[config.mk]
export PLATFORM = sky130hd
export DESIGN_NAME = fetch_sequencer
export DESIGN_NICKNAME = d
export VERILOG_FILES = /design/src/rtl/fetch_pkg.sv /design/src/rtl/ret_stack.sv /design/src/rtl/fetch_sequencer.sv
export SDC_FILE = /design/constraint.sdc
export NUM_CORES = 1
export LEC_CHECK = 0
export CORE_MARGIN = 2
export CORE_UTILIZATION = 38
export CTS_CLUSTER_SIZE = 12
export DETAILED_ROUTE_END_ITERATION = 6
export GPL_ROUTABILITY_DRIVEN = 0
export PLACE_DENSITY = 0.81
export SKIP_CTS_REPAIR_TIMING = 1
export SLEW_MARGIN = 20
export SYNTH_ARGS = -nofsm -noshare
export SYNTH_HDL_FRONTEND = slang
export SYNTH_SLANG_ARGS = --single-unit
export TNS_END_PERCENT = 20
[constraint.sdc]
create_clock -name clock -period 1.3 [get_ports clock]
set_input_delay 0.26 -clock clock [delete_from_list [all_inputs] [get_ports clock]]
set_output_delay 0.26 -clock clock [all_outputs]
set_load 0.02 [all_outputs]
[src/rtl/fetch_pkg.sv]
// Shared constants and types for the nibble-CPU fetch sequencer.
package fetch_pkg;

    localparam int DEFAULT_INSTR_W     = 4;
    localparam int DEFAULT_OPRND_W     = 4;
    localparam int DEFAULT_STACK_DEPTH = 4;

    // Program counter reset value.
    localparam int PC_RESET = 0;

    // The PC spans an operand nibble plus a whole program byte.
    function automatic int calcPcW(input int instrW, input int oprndW);
        return oprndW + instrW + oprndW;
    endfunction

    typedef enum logic {
        PH_FETCH = 1'b0,
        PH_EXEC  = 1'b1
    } phase_e;

endpackage

[src/rtl/ret_stack.sv]
// Hardware return-address LIFO for the fetch sequencer.
// The pointer counts stored entries (0 = empty). Entry storage is not reset.
module ret_stack
    import fetch_pkg::*;
#(
    parameter int PC_W        = calcPcW(DEFAULT_INSTR_W, DEFAULT_OPRND_W),
    parameter int STACK_DEPTH = DEFAULT_STACK_DEPTH
)(
    input  logic            clock,
    input  logic            reset,
    input  logic            push,
    input  logic            pop,
    input  logic [PC_W-1:0] pushData,
    output logic            full,
    output logic            empty,
    output logic [PC_W-1:0] top
);

    localparam int SP_W  = $clog2(STACK_DEPTH + 1);
    localparam int IDX_W = (STACK_DEPTH > 1) ? $clog2(STACK_DEPTH) : 1;

    logic [PC_W-1:0]  entries [STACK_DEPTH];
    logic [SP_W-1:0]  sp;
    logic [IDX_W-1:0] wrIdx;
    logic [IDX_W-1:0] rdIdx;

    // Status flags and entry addressing derived from the pointer.
    always_comb begin
        full  = (sp == SP_W'(STACK_DEPTH));
        empty = (sp == '0);
        wrIdx = IDX_W'(sp);
        rdIdx = IDX_W'(sp - SP_W'(1));
        top   = entries[rdIdx];
    end

    // Pointer moves up on an accepted push, down on an accepted pop; push wins.
    always_ff @(posedge clock or posedge reset) begin
        if (reset) begin
            sp <= '0;
        end else if (push && !full) begin
            sp <= sp + SP_W'(1);
        end else if (pop && !empty) begin
            sp <= sp - SP_W'(1);
        end
    end

    // Write the pushed return address into the next free slot.
    always_ff @(posedge clock) begin
        if (push && !full) begin
            entries[wrIdx] <= pushData;
        end
    end

endmodule

[src/rtl/fetch_sequencer.sv]
// Program-control unit: PC, fetch/execute phase, instruction/operand latch.
// Optional return stack (call/ret/stack_err) enabled by FETCH_RET_STACK_EN;
// without it call acts as load_pc, ret only as inc_pc, stack_err is 0.
module fetch_sequencer
    import fetch_pkg::*;
#(
    parameter  int INSTR_W     = DEFAULT_INSTR_W,
    parameter  int OPRND_W     = DEFAULT_OPRND_W,
    parameter  int STACK_DEPTH = DEFAULT_STACK_DEPTH,
    localparam int BYTE_W      = INSTR_W + OPRND_W,
    localparam int PC_W        = calcPcW(INSTR_W, OPRND_W)
)(
    input  logic               clock,
    input  logic               reset,
    input  logic [BYTE_W-1:0]  program_byte,
    input  logic               hold,
    input  logic               inc_pc,
    input  logic               load_pc,
    input  logic               call,
    input  logic               ret,
    output logic [PC_W-1:0]    PC,
    output logic [PC_W-1:0]    target,
    output logic [INSTR_W-1:0] instr,
    output logic [OPRND_W-1:0] oprnd,
    output logic               phase,
    output logic               stack_err
);

    if (STACK_DEPTH < 1) begin : gBadDepth
        $error("fetch_sequencer: STACK_DEPTH must be at least 1");
    end

    phase_e          phaseState;
    phase_e          phaseNext;
    logic            execPhase;
    logic [PC_W-1:0] pcNext;
    logic [PC_W-1:0] pcPlusOne;

    assign phase = phaseState;

    // Jump target, sequential successor and phase decode.
    always_comb begin
        target    = {oprnd, program_byte};
        pcPlusOne = PC + PC_W'(1);
        execPhase = (phaseState == PH_EXEC);
    end

    // Phase register: fetch/execute alternate on every unstalled edge.
    always_ff @(posedge clock or posedge reset) begin
        if (reset) begin
            phaseState <= PH_FETCH;
        end else begin
            phaseState <= phaseNext;
        end
    end

    // Next phase: toggle unless stalled.
    always_comb begin
        phaseNext = phaseState;
        if (!hold) begin
            case (phaseState)
                PH_FETCH: phaseNext = PH_EXEC;
                PH_EXEC:  phaseNext = PH_FETCH;
                default:  phaseNext = PH_FETCH;
            endcase
        end
    end

    // PC register plus instruction/operand capture during fetch.
    always_ff @(posedge clock or posedge reset) begin
        if (reset) begin
            PC    <= PC_W'(PC_RESET);
            instr <= '0;
            oprnd <= '0;
        end else begin
            PC <= pcNext;
            if (!hold && (phaseState == PH_FETCH)) begin
                instr <= program_byte[BYTE_W-1:OPRND_W];
                oprnd <= program_byte[OPRND_W-1:0];
            end
        end
    end

`ifdef FETCH_RET_STACK_EN

    logic            stackPush;
    logic            stackPop;
    logic            stackFull;
    logic            stackEmpty;
    logic [PC_W-1:0] stackTop;
    logic            errSet;
    logic            errReg;

    // PC selection with stack control: load > call > ret > inc > hold.
    // Flow control is only honoured in execute; fetch sees inc_pc alone.
    always_comb begin
        pcNext    = PC;
        stackPush = 1'b0;
        stackPop  = 1'b0;
        errSet    = 1'b0;
        if (!hold) begin
            if (execPhase && load_pc) begin
                pcNext = target;
            end else if (execPhase && call) begin
                pcNext = target;
                if (stackFull) begin
                    errSet = 1'b1;
                end else begin
                    stackPush = 1'b1;
                end
            end else if (execPhase && ret) begin
                if (stackEmpty) begin
                    pcNext = pcPlusOne;
                    errSet = 1'b1;
                end else begin
                    pcNext   = stackTop;
                    stackPop = 1'b1;
                end
            end else if (inc_pc) begin
                pcNext = pcPlusOne;
            end
        end
    end

    ret_stack #(
        .PC_W        (PC_W),
        .STACK_DEPTH (STACK_DEPTH)
    ) uRetStack (
        .clock    (clock),
        .reset    (reset),
        .push     (stackPush),
        .pop      (stackPop),
        .pushData (pcPlusOne),
        .full     (stackFull),
        .empty    (stackEmpty),
        .top      (stackTop)
    );

    // Sticky stack error: set on overflow or underflow, cleared only by reset.
    always_ff @(posedge clock or posedge reset) begin
        if (reset) begin
            errReg <= 1'b0;
        end else if (errSet) begin
            errReg <= 1'b1;
        end
    end

    assign stack_err = errReg;

`else

    // PC selection without a stack: call aliases load_pc, ret only rides on inc_pc.
    always_comb begin
        pcNext = PC;
        if (!hold) begin
            if (execPhase && (load_pc || call)) begin
                pcNext = target;
            end else if (inc_pc || (execPhase && ret && inc_pc)) begin
                pcNext = pcPlusOne;
            end
        end
    end

    assign stack_err = 1'b0;

`endif

endmodule

==> run summary, run 1 <==
LOGIC SYNTHESIS
------------------------------------------------------------------------------------
Count of cell types in the netlist                                                36
Area share of and/or/nand/nor cells after synthesis                            0.127
Flop and latch count out of synthesis                                             21
Post-synthesis compound-gate area fraction                                     0.217
Mapped Area                                                              0.00122 mm2
Synth Area in XOR/XNOR                                                       0.00718
Post-synthesis net count                                                         138
Adder and majority cell fraction of the synthesized area                      0.0103
Post-synthesis instance total                                                    122
Main combinational cell family by area after synthesis                  compound AO/OA/AOI/OAI gates
Mux contribution to synthesized area                                          0.0821
Total of warnings raised by yosys                                                  0
Sequential element share of the synthesized area                               0.431
Synth Area per Inst                                                         10.0 um2

WORST SETUP PATH
------------------------------------------------------------------------------------
Highest fanout seen on the critical path                                           4
Slowest stage delay, CP                                                      0.46 ns
Slack of the worst reg-to-reg path                                          -0.02 ns
Critical path startpoint category                                           register
Origin of the critical flop-to-flop path                                       PC[0]
Critical path capture point type                                            register
Arrival time at the worst endpoint                                           1.53 ns
Depth of the worst register-to-register path                                       5
Reg-to-reg endpoint                                                            PC[6]
Setup Crit Path Kind                                                         reg2reg
Cells along the critical path                                           ha_4 -> and4_4 -> a21o_2 -> a21oi_1 -> a21oi_1
Required time at the endpoint of the critical path                           1.51 ns
Most used cell, CP                                                      sky130_fd_sc_hd__a21oi_1
Worst path top cell family by delay                                       flip-flops
Worst-path cell with the longest stage delay                            sky130_fd_sc_hd__dfrtp_2
Count of buffering cells on the critical path with inverters included              0

CTS
------------------------------------------------------------------------------------
Clock sinks                                                                       21
CTS H-tree lvls                                                                    1
Clock network latency to the later pin of the worst-skew pair                0.31 ns
Number of clock buffers inserted by TritonCTS                                      3
CTS root buf                                                            sky130_fd_sc_hd__clkbuf_4
Worst-path clk slew                                                          0.12 ns
CTS max path bufs                                                                  2
TritonCTS clock tree                                                           built

GLOBAL ROUTING
------------------------------------------------------------------------------------
Aggregate global routing overflow                                                  0
Number of global-route vias before repair                                      1,201
Initial antenna violation count                                                    0
Largest net degree at the start of global routing                                 22
Gr usage total                                                                 0.201
First-pass GRT wire length                                                   5.52 mm

FLOORPLANNING
------------------------------------------------------------------------------------
Die extent in x                                                              60.7 um
I/O pin cnt                                                                       49
Row count                                                                         20
Initial standard-cell utilization of the core                                  0.400
Core footprint                                                           0.00305 mm2
Die area                                                                 0.00368 mm2
Chip height                                                                  60.7 um

FINISH
------------------------------------------------------------------------------------
Antenna cells                                                                      0
Number of inserted filler cells in the final layout                              238
Number of nets in the layout                                                     196
Finished layout cell area                                                0.00195 mm2
Share of layout cells above drive strength 1                                   0.330
Synthesis-to-finish area growth                                                60.1%
Most common library cell in the layout ignoring fill and taps           sky130_fd_sc_hd__dlymetal6s2s_1
Top library cells by usage in the layout, fill and taps aside           sky130_fd_sc_hd__dlymetal6s2s_1, sky130_fd_sc_hd__buf_4, sky130_fd_sc_hd__a21oi_1, sky130_fd_sc_hd__dfrtp_1, sky130_fd_sc_hd__clkdlybuf4s50_1

STATUS
------------------------------------------------------------------------------------
Violated checks                                                         setup timing
Status                                                                  finished, violations left

POWER AND IR DROP
------------------------------------------------------------------------------------
Total power per unit cell area                                           2390 mW/mm2
Fraction of power spent switching nets                                         0.432
Part of the power in combinational logic                                       0.641
Switching power summed over all nets                                         2010 uW
Maximum VDD drop                                                           0.00139 V
Leakage Power                                                             0.00103 uW
Internal power                                                               2650 uW
Fraction of power consumed by sequential logic                                 0.289
Clock share of power                                                           0.070

STA
------------------------------------------------------------------------------------
Min cycle time layout                                                        1.32 ns
Achievable Freq                                                              755 MHz
Number of pins with negative max-slew slack in the final report                    0
Minimum setup slack in the final design                                   -0.0242 ns
Sum of negative setup slack                                               -0.0242 ns
Number of hold violations in the final report                                      0
Unrepaired setup endpoints after global routing                                 true
Skew final                                                                0.00128 ns
Period utilization                                                              1.02
Finish-stage setup viols                                                           1

DRT
------------------------------------------------------------------------------------
DR pass1 iterations                                                                4
Total number of vias                                                           1,195
Detailed-route wire length                                                   3.38 mm
Detailed router's first-iteration violation count                                 50
Mean number of vias per cell                                                    5.36
DR DRC count                                                                       0
Routed wire length per instance                                              15.1 um
Count of antenna-violating nets left after detailed routing                        0

PLACE
------------------------------------------------------------------------------------
Port Buffers                                                                      46
Post-DP HPWL                                                                 2.50 mm
Placement Cell Area                                                      0.00184 mm2

RUN
------------------------------------------------------------------------------------
Max-capacitance violation count                                                    0

HOLD PATH
------------------------------------------------------------------------------------
Class of the worst hold path                                                in2async

## routing by layer
metal  vias up  global-route usage  share of wire
met5         -                   0              0
met4         0              0.0528          0.012
met3         5              0.0448          0.062
met2        48               0.352           0.51
met1       589               0.250           0.42
li1        553                   -              -
## worst max-delay path by stage
stage          cells after the start       startpoint   endpoint
3_5_place_dp                       6             call      PC[8]
5_1_grt                            4            phase      PC[5]
6_report                           5            PC[0]      PC[6]
2_1_floorplan                      5            PC[1]      PC[7]
3_3_place_gp                       2  program_byte[3]  target[3]
4_1_cts                            2  program_byte[3]  target[3]
## Yosys cell counts
library cell / n / area (um2)
sky130_fd_sc_hd__dfrtp_1: 21 / 526
sky130_fd_sc_hd__a21oi_1: 17 / 85.1
sky130_fd_sc_hd__buf_4: 13 / 97.6
sky130_fd_sc_hd__nand2_1: 10 / 37.5
sky130_fd_sc_hd__mux2_2: 8 / 90.1
sky130_fd_sc_hd__nand3_1: 4 / 20.0
sky130_fd_sc_hd__nand4_1: 4 / 25.0
sky130_fd_sc_hd__o21ai_0: 4 / 20.0
sky130_fd_sc_hd__o22ai_1: 4 / 25.0
sky130_fd_sc_hd__buf_6: 3 / 33.8
sky130_fd_sc_hd__a21o_1: 2 / 15.0
sky130_fd_sc_hd__a2bb2oi_1: 2 / 17.5
sky130_fd_sc_hd__and2_1: 2 / 12.5
sky130_fd_sc_hd__buf_2: 2 / 10.0
sky130_fd_sc_hd__inv_1: 2 / 7.51
sky130_fd_sc_hd__nand2b_1: 2 / 12.5
sky130_fd_sc_hd__o21ai_1: 2 / 10.0
sky130_fd_sc_hd__o22a_1: 2 / 17.5
sky130_fd_sc_hd__a21o_2: 1 / 8.76
sky130_fd_sc_hd__a21oi_2: 1 / 8.76
sky130_fd_sc_hd__a2bb2oi_2: 1 / 15.0
sky130_fd_sc_hd__a31oi_1: 1 / 6.26
sky130_fd_sc_hd__a41o_2: 1 / 11.3
sky130_fd_sc_hd__and3_2: 1 / 7.51
sky130_fd_sc_hd__and4_1: 1 / 8.76
sky130_fd_sc_hd__and4_4: 1 / 11.3
sky130_fd_sc_hd__conb_1: 1 / 3.75
sky130_fd_sc_hd__ha_1: 1 / 12.5
sky130_fd_sc_hd__mux2i_1: 1 / 10.0
sky130_fd_sc_hd__nand3_2: 1 / 10.0
sky130_fd_sc_hd__nor2_1: 1 / 3.75
sky130_fd_sc_hd__nor2_2: 1 / 6.26
sky130_fd_sc_hd__o21a_1: 1 / 7.51
sky130_fd_sc_hd__o21ai_2: 1 / 8.76
sky130_fd_sc_hd__o32ai_1: 1 / 8.76
sky130_fd_sc_hd__xnor2_1: 1 / 8.76
## cell type report
cell class / instances / area (um2) / area share
repair buffers: 71 / 752 / 0.385
multi-input cells: 81 / 579 / 0.297
flip-flops and latches: 21 / 533 / 0.273
well taps: 44 / 55.1 / 0.0282
clock buffers: 4 / 26.3 / 0.0135
inverters: 2 / 7.51 / 0.00384
## worst min-delay path, cell delays in order
cell and delay (ns):
sky130_fd_sc_hd__clkdlybuf4s50_1 0.39, sky130_fd_sc_hd__inv_1 0.05, sky130_fd_sc_hd__buf_4 0.28
## power by group through the flow
stage          clock network, uW  logic [uW]  registers, uW
6_report                     326        2990           1350
5_1_grt                      367        3190           1400
4_1_cts                      332        3030           1340
3_5_place_dp                   0        3020           1360
3_3_place_gp                   0        2940           1330
2_1_floorplan                  0        1270           1740
## sequential cells by signal, summed over array words and instances, names as in the netlist
name / count
PC: 12
instr: 4
oprnd: 4
phase: 1
## kinds of logic after synthesis
kind of cell / Yosys count
DFF: 21
xor gates and xnor gates: 1
AOI/OAI and AO/OA: 41
buffers and inverters: 20
and+or+nand+nor: 28
other: 1
adders and majority gates: 1
muxes: 9
## through the flow
step / util / setup slack (ns) / power [uW] / hold slack, ns / instances
floorplan: - / -0.0106 / 3010 / 0.236 / 122
global placement: 0.603 / -0.373 / 4270 / 0.491 / 219
detailed placement: 0.603 / -0.373 / 4370 / 0.496 / 219
CTS: 0.611 / -0.370 / 4710 / 0.289 / 223
global route: 0.640 / -0.0502 / 4960 / 0.302 / 223
finish: 0.640 / -0.0242 / 4660 / 0.276 / 223
(Power assumes the default switching activity.)
==> inputs of run 2 (changes only) <==
--- a/config.mk
+++ b/config.mk
@@ -5,6 +5,7 @@
 export SDC_FILE = /design/constraint.sdc
 export NUM_CORES = 1
 export LEC_CHECK = 0
+export CORE_ASPECT_RATIO = 0.75
 export CORE_MARGIN = 2
 export CORE_UTILIZATION = 38
 export CTS_CLUSTER_SIZE = 12
==> run summary, run 2 (synthesized netlist as in run 1, its figures left out) <==
STATUS
------------------------------------------------------------------------------
Status                                                            finished, violations left   unchanged
Violated checks                                                   setup timing   unchanged

FINISH
------------------------------------------------------------------------------
Post-layout instance count excluding filler cells                          220   was 223
Largest registers in the final layout                             PC (12), instr (4), oprnd (4)   unchanged
Number of inserted filler cells in the final layout                        218   was 238
Antenna cells                                                                0   unchanged
Fin util                                                                 0.664   was 0.640
Top library cells by usage in the layout, fill and taps aside     sky130_fd_sc_hd__dlymetal6s2s_1, sky130_fd_sc_hd__buf_4, sky130_fd_sc_hd__dfrtp_1, sky130_fd_sc_hd__a21oi_1, sky130_fd_sc_hd__clkdlybuf4s50_1   was sky130_fd_sc_hd__dlymetal6s2s_1, sky130_fd_sc_hd__buf_4, sky130_fd_sc_hd__a21oi_1, sky130_fd_sc_hd__dfrtp_1, sky130_fd_sc_hd__clkdlybuf4s50_1
Most common library cell in the layout ignoring fill and taps     sky130_fd_sc_hd__dlymetal6s2s_1   unchanged
Synthesis-to-finish area growth                                          63.2%   was 60.1%
Register bank with the most flops                                           PC   unchanged
Number of nets in the layout                                               199   was 196
Largest register FFs                                                        12   unchanged
Share of layout cells above drive strength 1                             0.324   was 0.330

FLOORPLANNING
------------------------------------------------------------------------------
Chip height                                                            53.1 um   was 60.7 um
Initial standard-cell utilization of the core                            0.407   was 0.400
Die extent in x                                                        69.4 um   was 60.7 um
Row count                                                                   17   was 20
Die area                                                           0.00368 mm2   about the same
Core footprint                                                     0.00300 mm2   was 0.00305 mm2
I/O pin cnt                                                                 49   unchanged

GLOBAL ROUTING
------------------------------------------------------------------------------
Number of global-route vias before repair                                1,170   was 1,201
Gr usage total                                                           0.185   was 0.201
Largest net degree at the start of global routing                           22   unchanged
First-pass GRT wire length                                             5.28 mm   was 5.52 mm
Initial antenna violation count                                              0   unchanged
Aggregate global routing overflow                                            0   unchanged

DRT
------------------------------------------------------------------------------
Detailed router's first-iteration violation count                          106   was 50
Routed wire length per instance                                        15.7 um   was 15.1 um
Mean number of vias per cell                                              5.39   was 5.36
DR DRC count                                                                 0   unchanged
Total number of vias                                                     1,186   was 1,195
Detailed-route wire length                                             3.45 mm   was 3.38 mm
Count of antenna-violating nets left after detailed routing                  0   unchanged
DR pass1 iterations                                                          4   unchanged

PLACE
------------------------------------------------------------------------------
Pre-CTS setup slack                                                  -0.407 ns   was -0.373 ns
Post-DP HPWL                                                           2.51 mm   was 2.50 mm
Port Buffers                                                                46   unchanged
Placed cells                                                               216   was 219

CTS
------------------------------------------------------------------------------
Worst-path clk slew                                                    0.08 ns   was 0.12 ns
Clock network latency to the later pin of the worst-skew pair          0.26 ns   was 0.31 ns
CTS H-tree lvls                                                              1   unchanged
CTS max path bufs                                                            2   unchanged
Number of clock buffers inserted by TritonCTS                                3   unchanged
CTS root buf                                                      sky130_fd_sc_hd__clkbuf_8   was sky130_fd_sc_hd__clkbuf_4
TritonCTS clock tree                                                     built   unchanged
Clock sinks                                                                 21   unchanged

STA
------------------------------------------------------------------------------
Min cycle time layout                                                  1.43 ns   was 1.32 ns
Finish-stage setup viols                                                     5   was 1
Achievable Freq                                                        700 MHz   was 755 MHz
Period utilization                                                        1.10   was 1.02
Number of hold violations in the final report                                0   unchanged
Minimum setup slack in the final design                              -0.128 ns   was -0.0242 ns
Unrepaired setup endpoints after global routing                           true   unchanged
Number of pins with negative max-slew slack in the final report              0   unchanged
Skew final                                                          0.00515 ns   was 0.00128 ns

POWER AND IR DROP
------------------------------------------------------------------------------
Leakage Power                                                       0.00108 uW   was 0.00103 uW
Total power per unit cell area                                     2420 mW/mm2   was 2390 mW/mm2
Maximum VDD drop                                                     0.00125 V   was 0.00139 V
PnR Total Power                                                        4820 uW   was 4660 uW

WORST SETUP PATH
------------------------------------------------------------------------------
Critical path capture point type                                      register   unchanged
Slack of the worst reg-to-reg path                                    -0.03 ns   was -0.02 ns
Required time at the endpoint of the critical path                     1.44 ns   was 1.51 ns
Arrival time at the worst endpoint                                     1.57 ns   was 1.53 ns
Setup Crit Path Kind                                                    in2reg   was reg2reg
Highest fanout seen on the critical path                                     8   was 4
Critical path startpoint category                                   input port   was register

RUN
------------------------------------------------------------------------------
Max-capacitance violation count                                              0   unchanged

HOLD PATH
------------------------------------------------------------------------------
Class of the worst hold path                                          in2async   unchanged

[run 2: changes by cell type in the layout (fill, tap and decap cells not counted), moves of 2 or more]
cell / change
sky130_fd_sc_hd__dlymetal6s2s_1: +4
sky130_fd_sc_hd__clkbuf_2: -4
sky130_fd_sc_hd__clkbuf_4: -3
sky130_fd_sc_hd__buf_12: -2
sky130_fd_sc_hd__buf_6: -2
sky130_fd_sc_hd__buf_4: +7
sky130_fd_sc_hd__clkbuf_8: +3
[run 2: cell type report]
cell class / instances / area, um2 / area share
inverters: 2 / 7.51 / 0.00377
multi-input cells: 81 / 587 / 0.295
clock buffers: 4 / 45.0 / 0.0226
flip-flops and latches: 21 / 532 / 0.267
repair buffers: 74 / 772 / 0.388
well taps: 38 / 47.5 / 0.0239
[run 2: critical path: stages]
cell,delay [ns]
sky130_fd_sc_hd__clkdlybuf4s50_1,0.46
sky130_fd_sc_hd__o21ai_4,0.22
sky130_fd_sc_hd__buf_4,0.19
sky130_fd_sc_hd__nand2_1,0.09
sky130_fd_sc_hd__o32ai_2,0.25
sky130_fd_sc_hd__a21oi_1,0.10
[run 2: stage by stage]
stage	hold WS [ns]	setup TNS, ns	cell area (um2)
after floorplan	0.236	-0.0208	1240
after global placement	0.494	-7.20	1830
after detailed placement	0.508	-7.68	1830
after CTS	0.343	-8.74	1880
after global routing	0.363	-0.405	1990
final	0.332	-0.220	1990
[run 2: routing by layer]
| layer | GRT usage | vias to the layer above | share of wire |
|---|---|---|---|
| li1 | - | 553 | - |
| met1 | 0.211 | 581 | 0.43 |
| met2 | 0.354 | 46 | 0.51 |
| met3 | 0.0533 | 6 | 0.053 |
| met4 | 0.0294 | 0 | 0.0087 |
| met5 | 0 | - | 0 |
[run 2: path summary, 6_finish.rpt]
check / endpoint / cells past startpoint / startpoint
min reg2reg: instr[0] / 1 / instr[0]
min: oprnd[3] / 3 / reset
max in group asynchronous: phase / 3 / reset
max: PC[8] / 6 / call
min in group clock: instr[0] / 1 / instr[0]
max reg2reg: PC[8] / 4 / PC[0]
[run 2: report_power, final]
part	switching (uW)	internal (uW)
clock network	216	219
logic	1490	1560
registers	346	997
